--- src/rtl/pipe_reg2_elastic.sv ---
// Decode->execute pipeline register with a 2-entry skid buffer on a valid/ready
// boundary, flush, bubble-gated side-effect controls and a saturating stall counter.
module pipe_reg2_elastic #(
  parameter int ADDRESS_WIDTH    = 32,
  parameter int DATA_WIDTH       = 32,
  parameter int ALU_CTRL_WIDTH   = 3,
  parameter int RESULT_SRC_WIDTH = 2,
  parameter int STALL_CNT_WIDTH  = 16
) (
  input  logic                        clk_i,
  input  logic                        rst_i,
  input  logic                        validD_i,
  output logic                        readyD_o,
  input  logic                        flush_i,
  input  logic [ADDRESS_WIDTH-1:0]    rd1D_i,
  input  logic [ADDRESS_WIDTH-1:0]    rd2D_i,
  input  logic [ADDRESS_WIDTH-1:0]    pcD_i,
  input  logic [ADDRESS_WIDTH-1:0]    pc_plus4D_i,
  input  logic [DATA_WIDTH-1:0]       imm_extD_i,
  input  logic [4:0]                  rdD_i,
  input  logic [4:0]                  rs1D_i,
  input  logic [4:0]                  rs2D_i,
  input  logic                        reg_writeD_i,
  input  logic                        mem_writeD_i,
  input  logic                        jumpD_i,
  input  logic                        branchD_i,
  input  logic                        alu_srcD_i,
  input  logic [RESULT_SRC_WIDTH-1:0] result_srcD_i,
  input  logic [ALU_CTRL_WIDTH-1:0]   alu_ctrlD_i,
  output logic [ADDRESS_WIDTH-1:0]    rd1E_o,
  output logic [ADDRESS_WIDTH-1:0]    rd2E_o,
  output logic [ADDRESS_WIDTH-1:0]    pcE_o,
  output logic [ADDRESS_WIDTH-1:0]    pc_plus4E_o,
  output logic [DATA_WIDTH-1:0]       imm_extE_o,
  output logic [4:0]                  rdE_o,
  output logic [4:0]                  rs1E_o,
  output logic [4:0]                  rs2E_o,
  output logic                        reg_writeE_o,
  output logic                        mem_writeE_o,
  output logic                        jumpE_o,
  output logic                        branchE_o,
  output logic                        alu_srcE_o,
  output logic [RESULT_SRC_WIDTH-1:0] result_srcE_o,
  output logic [ALU_CTRL_WIDTH-1:0]   alu_ctrlE_o,
  output logic                        validE_o,
  input  logic                        readyE_i,
  output logic [1:0]                  occE_o,
  output logic [STALL_CNT_WIDTH-1:0]  stall_cntE_o
);

  typedef struct packed {
    logic [ADDRESS_WIDTH-1:0]    rd1;
    logic [ADDRESS_WIDTH-1:0]    rd2;
    logic [ADDRESS_WIDTH-1:0]    pc;
    logic [ADDRESS_WIDTH-1:0]    pc_plus4;
    logic [DATA_WIDTH-1:0]       imm_ext;
    logic [4:0]                  rd;
    logic [4:0]                  rs1;
    logic [4:0]                  rs2;
    logic                        reg_write;
    logic                        mem_write;
    logic                        jump;
    logic                        branch;
    logic                        alu_src;
    logic [RESULT_SRC_WIDTH-1:0] result_src;
    logic [ALU_CTRL_WIDTH-1:0]   alu_ctrl;
  } payload_t;

  typedef enum logic [1:0] {EMPTY, ONE, TWO} state_t;

  state_t                     state_reg;
  payload_t                   main_reg;
  payload_t                   skid_reg;
  logic                       ready_reg;
  logic [STALL_CNT_WIDTH-1:0] stall_cnt_reg;
  payload_t                   in_payload;
  logic                       main_valid;
  logic                       accept;
  logic                       retire;

  assign in_payload = '{rd1: rd1D_i, rd2: rd2D_i, pc: pcD_i, pc_plus4: pc_plus4D_i,
                        imm_ext: imm_extD_i, rd: rdD_i, rs1: rs1D_i, rs2: rs2D_i,
                        reg_write: reg_writeD_i, mem_write: mem_writeD_i,
                        jump: jumpD_i, branch: branchD_i, alu_src: alu_srcD_i,
                        result_src: result_srcD_i, alu_ctrl: alu_ctrlD_i};

  assign main_valid = (state_reg != EMPTY);
  assign accept     = validD_i & ready_reg;
  assign retire     = main_valid & readyE_i;

  always_ff @(posedge clk_i) begin
    if (rst_i) begin
      state_reg     <= EMPTY;
      main_reg      <= '0;
      skid_reg      <= '0;
      ready_reg     <= 1'b1;
      stall_cnt_reg <= '0;
    end else begin
      if (main_valid && !readyE_i && !(&stall_cnt_reg))
        stall_cnt_reg <= stall_cnt_reg + {{(STALL_CNT_WIDTH-1){1'b0}}, 1'b1};
      // Flush only drops valid state; stale payload stays visible behind gated controls.
      if (flush_i) begin
        state_reg <= EMPTY;
        ready_reg <= 1'b1;
      end else begin
        case (state_reg)
          EMPTY: begin
            if (accept) begin
              main_reg  <= in_payload;
              state_reg <= ONE;
            end
          end
          ONE: begin
            if (accept && retire) begin
              main_reg <= in_payload;
            end else if (accept) begin
              skid_reg  <= in_payload;
              state_reg <= TWO;
              ready_reg <= 1'b0;
            end else if (retire) begin
              state_reg <= EMPTY;
            end
          end
          TWO: begin
            if (retire) begin
              main_reg  <= skid_reg;
              skid_reg  <= '0;
              state_reg <= ONE;
              ready_reg <= 1'b1;
            end
          end
          default: begin
            state_reg <= EMPTY;
            ready_reg <= 1'b1;
          end
        endcase
      end
    end
  end

  assign readyD_o      = ready_reg;
  assign validE_o      = main_valid;
  assign occE_o        = {state_reg == TWO, state_reg == ONE};
  assign stall_cntE_o  = stall_cnt_reg;

  assign rd1E_o        = main_reg.rd1;
  assign rd2E_o        = main_reg.rd2;
  assign pcE_o         = main_reg.pc;
  assign pc_plus4E_o   = main_reg.pc_plus4;
  assign imm_extE_o    = main_reg.imm_ext;
  assign rdE_o         = main_reg.rd;
  assign rs1E_o        = main_reg.rs1;
  assign rs2E_o        = main_reg.rs2;
  assign alu_srcE_o    = main_reg.alu_src;
  assign result_srcE_o = main_reg.result_src;
  assign alu_ctrlE_o   = main_reg.alu_ctrl;
  assign reg_writeE_o  = main_reg.reg_write & main_valid;
  assign mem_writeE_o  = main_reg.mem_write & main_valid;
  assign jumpE_o       = main_reg.jump & main_valid;
  assign branchE_o     = main_reg.branch & main_valid;

endmodule

--- config.mk ---
export PLATFORM = sky130hd
export DESIGN_NAME = pipe_reg2_elastic
export DESIGN_NICKNAME = d
export VERILOG_FILES = /design/src/rtl/pipe_reg2_elastic.sv
export SDC_FILE = /design/constraint.sdc
export NUM_CORES = 1
export LEC_CHECK = 0
export CAP_MARGIN = 20
export CORE_MARGIN = 1.5
export CORE_UTILIZATION = 51
export DETAILED_ROUTE_END_ITERATION = 10
export PLACE_DENSITY = 0.9
export SYNTH_ARGS = -nofsm -noshare
export SYNTH_HDL_FRONTEND = slang
export SYNTH_SLANG_ARGS = --single-unit
--- constraint.sdc ---
create_clock -name clk_i -period 1.9 [get_ports clk_i]
set_input_delay 0.57 -clock clk_i [delete_from_list [all_inputs] [get_ports clk_i]]
set_output_delay 0.57 -clock clk_i [all_outputs]
set_load 0.02 [all_outputs]
**Word-level counts from Yosys, hierarchy flattened**

Index checks and enable logic that the tools add are counted.

- $add $sub $neg: 1
- Equal/unequal tests: 8
- Multiplexer cells: 17
- Bitwise logic cells: 8
- Reductions and logical operators: 15

Operator list:

| operator | count |
|---|---|
| 2-to-1 mux 185 bit | 5 |
| case mux 185 bit (3 select lines) | 1 |
| case mux 185 bit (2 select lines) | 1 |
| adder 16 x 1 -> 16 bit (second input constant) | 1 |
| AND reduction 16 bit | 1 |
| 2-to-1 mux 2 bit | 5 |
| AND reduction 5 bit | 2 |
| AND reduction 4 bit | 2 |
| bitwise AND 1 bit | 6 |
| != test 2 x 1 -> 1 bit (second input constant) | 3 |
| case mux 2 bit (3 select lines) | 1 |
| != test 2 bit (second input constant) | 2 |
| nonzero test 2 bit | 2 |
| logical AND 1 bit | 3 |
| 2-to-1 mux 1 bit | 3 |
| != test 3 x 1 -> 1 bit (second input constant) | 1 |
| case mux 1 bit (3 select lines) | 1 |
| nonzero test 3 bit | 1 |
| == test 2 x 1 -> 1 bit (second input constant) | 1 |
| == test 2 bit (second input constant) | 1 |
| zero test 1 bit | 2 |
| zero test 2 bit | 1 |
| NOT 1 bit | 2 |
| OR reduction 2 bit | 1 |

- Flip-flop bits (word level): 389
- Input port bits: 190
- Output and inout port bits: 205
- Word-level logic and storage cells: 82

**Logic depth before layout (Yosys ltp)**

- Depth in word-level cells: 6
- Mapped depth: 7
- Gate-level depth less buffers: 5

**Worst setup path after synthesis**

No wires, ideal clock.

- Path kind: reg-to-reg
- Start point: reg stall_cnt_reg[0], in the netlist stall_cntE_o[0]
- End point: reg stall_cnt_reg[6], in the netlist stall_cntE_o[6]
- Setup time: 0.070 ns
- Data arrival time: 1.781 ns
- Required time: 1.830 ns
- Setup slack: 0.048 ns
- Cell stages (with the launch flop): 6
- Buffers on the path: 0
- Period minus slack after synthesis: 1.852 ns
- Cell sequence: dfxtp_1 > ha_1 > nand4_1 > or4b_1 > or3_1 > a21oi_1

- Longest elaborated chain between the ends: 3
- Elaborated cells on any way between the ends: 4
- Those cells by class: add/sub: 1; reduce/logical: 3

RTL lines:

| item | line | RTL |
|---|---|---|
| start, declared | 75 | `logic [STALL_CNT_WIDTH-1:0] stall_cnt_reg;` |
| start signal, assigned | 100 | `stall_cnt_reg <= stall_cnt_reg + {{(STALL_CNT_WIDTH-1){1'b0}}, 1'b1};` |
| parallel branches: the longest is 3 deep, another holds adder 16 x 1 -> 16 bit | - |  |

Several ways; the timed one is not identified.
A chain may end at the register's enable or synchronous reset.

**Final worst setup path**

- Start point: reg state_reg[1]
- End point: reg skid_reg[50] (netlist name)

- Longest elaborated chain between the ends: 5
- Elaborated cells on any way between the ends: 11
- Those cells by class: eq/ne: 5; mux: 1; bitwise: 1; reduce/logical: 4

RTL lines:

| item | line | RTL |
|---|---|---|
| start, declared | 71 | `state_t state_reg;` |
| start signal, assigned | 93 | `state_reg <= EMPTY;` |
| start signal, assigned | 103 | `state_reg <= EMPTY;` |
| start signal, assigned | 110 | `state_reg <= ONE;` |
| nonzero test 2 bit | 87 | `assign main_valid = (state_reg != EMPTY);` |
| bitwise AND 1 bit | 89 | `assign retire = main_valid & readyE_i;` |
| logical AND 1 bit | 114 | `if (accept && retire) begin` |
| != test 2 bit (no source line) | - |  |
| AND reduction 5 bit (no source line) | - |  |
| end signal, assigned | 117 | `skid_reg <= in_payload;` |
| end, declared | 73 | `payload_t skid_reg;` |

Several ways; a longest one is shown, not always the timed one.

==> impl_metrics.json <==
{
  "cts_tree": "done",
  "mostFrequentLayoutCells": "dfxtp_1, a21oi_1, clkdlybuf4s50_1, dlygate4sd2_1, o21ai_1",
  "cp_slowest_stage_delay_ns": 0.34,
  "clkPwrFrac": 0.396,
  "avgSynthCellArea_um2": 8.44,
  "critical_path.startpoint": "state_reg[1]",
  "switchingPower_w": 0.00562,
  "cp_max_fo": 6,
  "cp_top_family": "buffers and inverters",
  "ir_worst_vdd_uv": 697,
  "die_area_mm2": 0.0369,
  "critical_path_arrival_ns": 2.66,
  "slew_violations": 0,
  "syn_to_final_growth_pct": 43.8,
  "nets": 2557,
  "gp_congestion": 0.861,
  "drt_iter0_markers": 2299,
  "num_vias": 19600,
  "yosysUniqueCellTypes": 46,
  "intPower_w": 0.0148,
  "antenna_found_initial": 6,
  "async_flop_share": 0,
  "rsz0062_at_grt": "yes",
  "h-tree-depth": 2,
  "largest_reg_flops": 185,
  "min-delay-start": "skid_reg[164]",
  "path_depth": 9,
  "fin_util": 0.741,
  "fin_crit_ns": 2.22,
  "numCtsBuffers": 41,
  "p_leak_nw": 9.74,
  "clk_path_buf_depth": 3,
  "p_per_area_mw_per_mm2": 778,
  "ios": 395,
  "dp_slack_ns": -0.586,
  "layout_commonest_cell": "dfxtp_1",
  "worst_pin_slew_ns": 0.696,
  "fp-row-count": 69,
  "numClockSinks": 389,
  "hold_path_class": "register to register",
  "path_buf_inv": 5,
  "synth_warnings": 0,
  "max_freq_ghz": 0.450,
  "crit_path_end": "skid_reg[50]",
  "die_h_um": 192,
  "synth_edf_count": 0,
  "pwr-share-seq": 0.426,
  "routed_wl_um": 72100,
  "use_met2": 0.488,
  "core-area_mm2": 0.0354,
  "antenna_left": 0,
  "synth_top_area_share": 0.427,
  "setup_slack_ns": -0.322,
  "drive_gt1_frac": 0.209,
  "clk_pin_slew_worst_paths_ns": 0.07,
  "syn_area_mm2": 0.0182,
  "drc": 0,
  "synth-seq-cells": 389,
  "track_usage": 0.298,
  "fin_skew_ns": 0.0167,
  "seq_area_frac_synth": 0.427,
  "status": "complete, but fails checks",
  "ys.flop_type": "dfxtp_1",
  "reg2reg_to": "skid_reg[50]",
  "yosysTopAreaCell": "dfxtp_1",
  "grt_overflow": 0,
  "final-setup-viol-count": 122,
  "holdBufCountCts": 0,
  "critPathSlowestCell": "dfxtp_2",
  "hold_viol_final": 0,
  "firstDrtPassIters": 9,
  "reg2reg_depth": 9,
  "crit_chain": "buf_6 > nand3b_1 > buf_4 > o21ai_4 > buf_6 > buf_12 > buf_12 > nand3_1 > a21oi_2",
  "viasPerCell": 6.85,
  "busiest_layer": "met2",
  "io_buffers": 394,
  "synth.area.top_cells": "dfxtp_1, a21oi_1, buf_4, a2111oi_0, and2_1",
  "violations": "negative setup slack",
  "cp-end-kind": "register",
  "grt_pass1_vias": 17100,
  "period_share": 1.17,
  "met1_usage": 0.373,
  "wl_per_cell_um": 25.3,
  "initial_core_util": 0.515,
  "clock_latency_ns": 0.52,
  "grt_first_pass_wirelength_um": 89600,
  "clockRootBuffer": "clkbuf_16",
  "maxSlewHeadroom": 0.536,
  "synthesis.nets": 2352,
  "hpwlAfterDp_um": 36500,
  "path_class": "register to register",
  "drv_cap": 0,
  "die_x_um": 192,
  "met3_usage": 0.0579,
  "swShare": 0.275,
  "r2r-start": "state_reg[1]",
  "synth_cells": 2161,
  "pwr-share-comb": 0.177,
  "critPathLaunchType": "register",
  "rrSetupSlack_ns": -0.32,
  "grt_max_degree": 77,
  "power_w": 0.0204,
  "required_ns": 2.34
}
-- synthesized netlist by cell type, types with 2 or more instances --
master	number
nand2_1	6
o21ai_1	125
and4_1	2
a2111oi_0	131
buf_1	21
o21ai_2	2
a21oi_1	383
nor3_1	133
o31ai_1	5
a21boi_2	2
or3_1	8
or4_1	6
nand3b_1	2
a311oi_1	54
mux2i_1	55
nand3_1	134
clkbuf_1	163
nor2b_1	7
dfxtp_1	389
and3_1	2
o21ai_0	69
o41ai_1	2
buf_2	54
and2_0	2
nor2_1	2
nand4_1	60
buf_4	188
and2_1	130
inv_1	7
-- what timing repair did --
| item | 4_1_cts | 5_1_grt |
|---|---|---|
| gates cloned | 5 | 44 |
| resized for setup | 333 | 401 |
| setup endpoints to repair | 252 | 384 |
| endpoints found under the hold margin | 0 | 0 |
| pin swaps | 9 | 127 |
| buffers inserted | 11 | 25 |
-- logic make-up after synthesis --
family,after synthesis,synth area share
compound gates,777,0.254
xor+xnor,1,0.000480
fa+ha+maj,1,0.000686
buf+inv,434,0.132
flops,389,0.427
mux,56,0.0308
simple gates,503,0.155
-- worst min-delay path, delay by kind of cell (launching register included) --
kind            cells  cell delay, ns
flops               1            0.32
compound gates      2            0.10
-- power by group through the flow --
stage               Clock (W)  Sequential, W  Combinational (W)
floorplan                   0        0.00878            0.00186
global placement            0        0.00884            0.00288
detailed placement          0        0.00885            0.00295
CTS                   0.00802        0.00866            0.00291
global route          0.00842        0.00872            0.00378
finish                0.00809        0.00870            0.00362
-- how the worst min path moves through the flow --
stage                     slack, ns              end  cells after the start
after floorplan                0.45      skid_reg[0]                      2
after global placement         0.46    skid_reg[152]                      2
after detailed placement       0.47     skid_reg[26]                      2
after CTS                      0.46  stall_cntE_o[4]                      2
after global routing           0.48     skid_reg[19]                      2
final                          0.47    skid_reg[164]                      2
-- per-layer routing --
metal	vias to the layer above	wire length [µm]
li1	8282	-
met1	9230	25900
met2	1581	33900
met3	469	7140
met4	2	5110
met5	-	15
-- stage by stage --
stage / instance area [µm²] / hold WS [ns] / cells / setup TNS, ns
6_report: 26200 / 0.467 / 2856 / -5.49
5_1_grt: 26200 / 0.483 / 2854 / -18.67
4_1_cts: 23400 / 0.457 / 2783 / -0.983
3_5_place_dp: 21900 / 0.466 / 2703 / -173.00
3_3_place_gp: 21900 / 0.457 / 2703 / -149.87
2_1_floorplan: 18200 / 0.452 / 2161 / 0
-- cell type report --
cell class / count / area (µm²)
clock inverters: 12 / 174
clock buffers: 53 / 1130
repair buffers: 587 / 6830
fillers: 2205 / 9160
flip-flops and latches: 389 / 7790
diodes: 7 / 17.5
multi-input cells: 1339 / 9670
inverters: 8 / 45.0
well taps: 461 / 577
No activity file was read; power rests on OpenSTA's default activity.
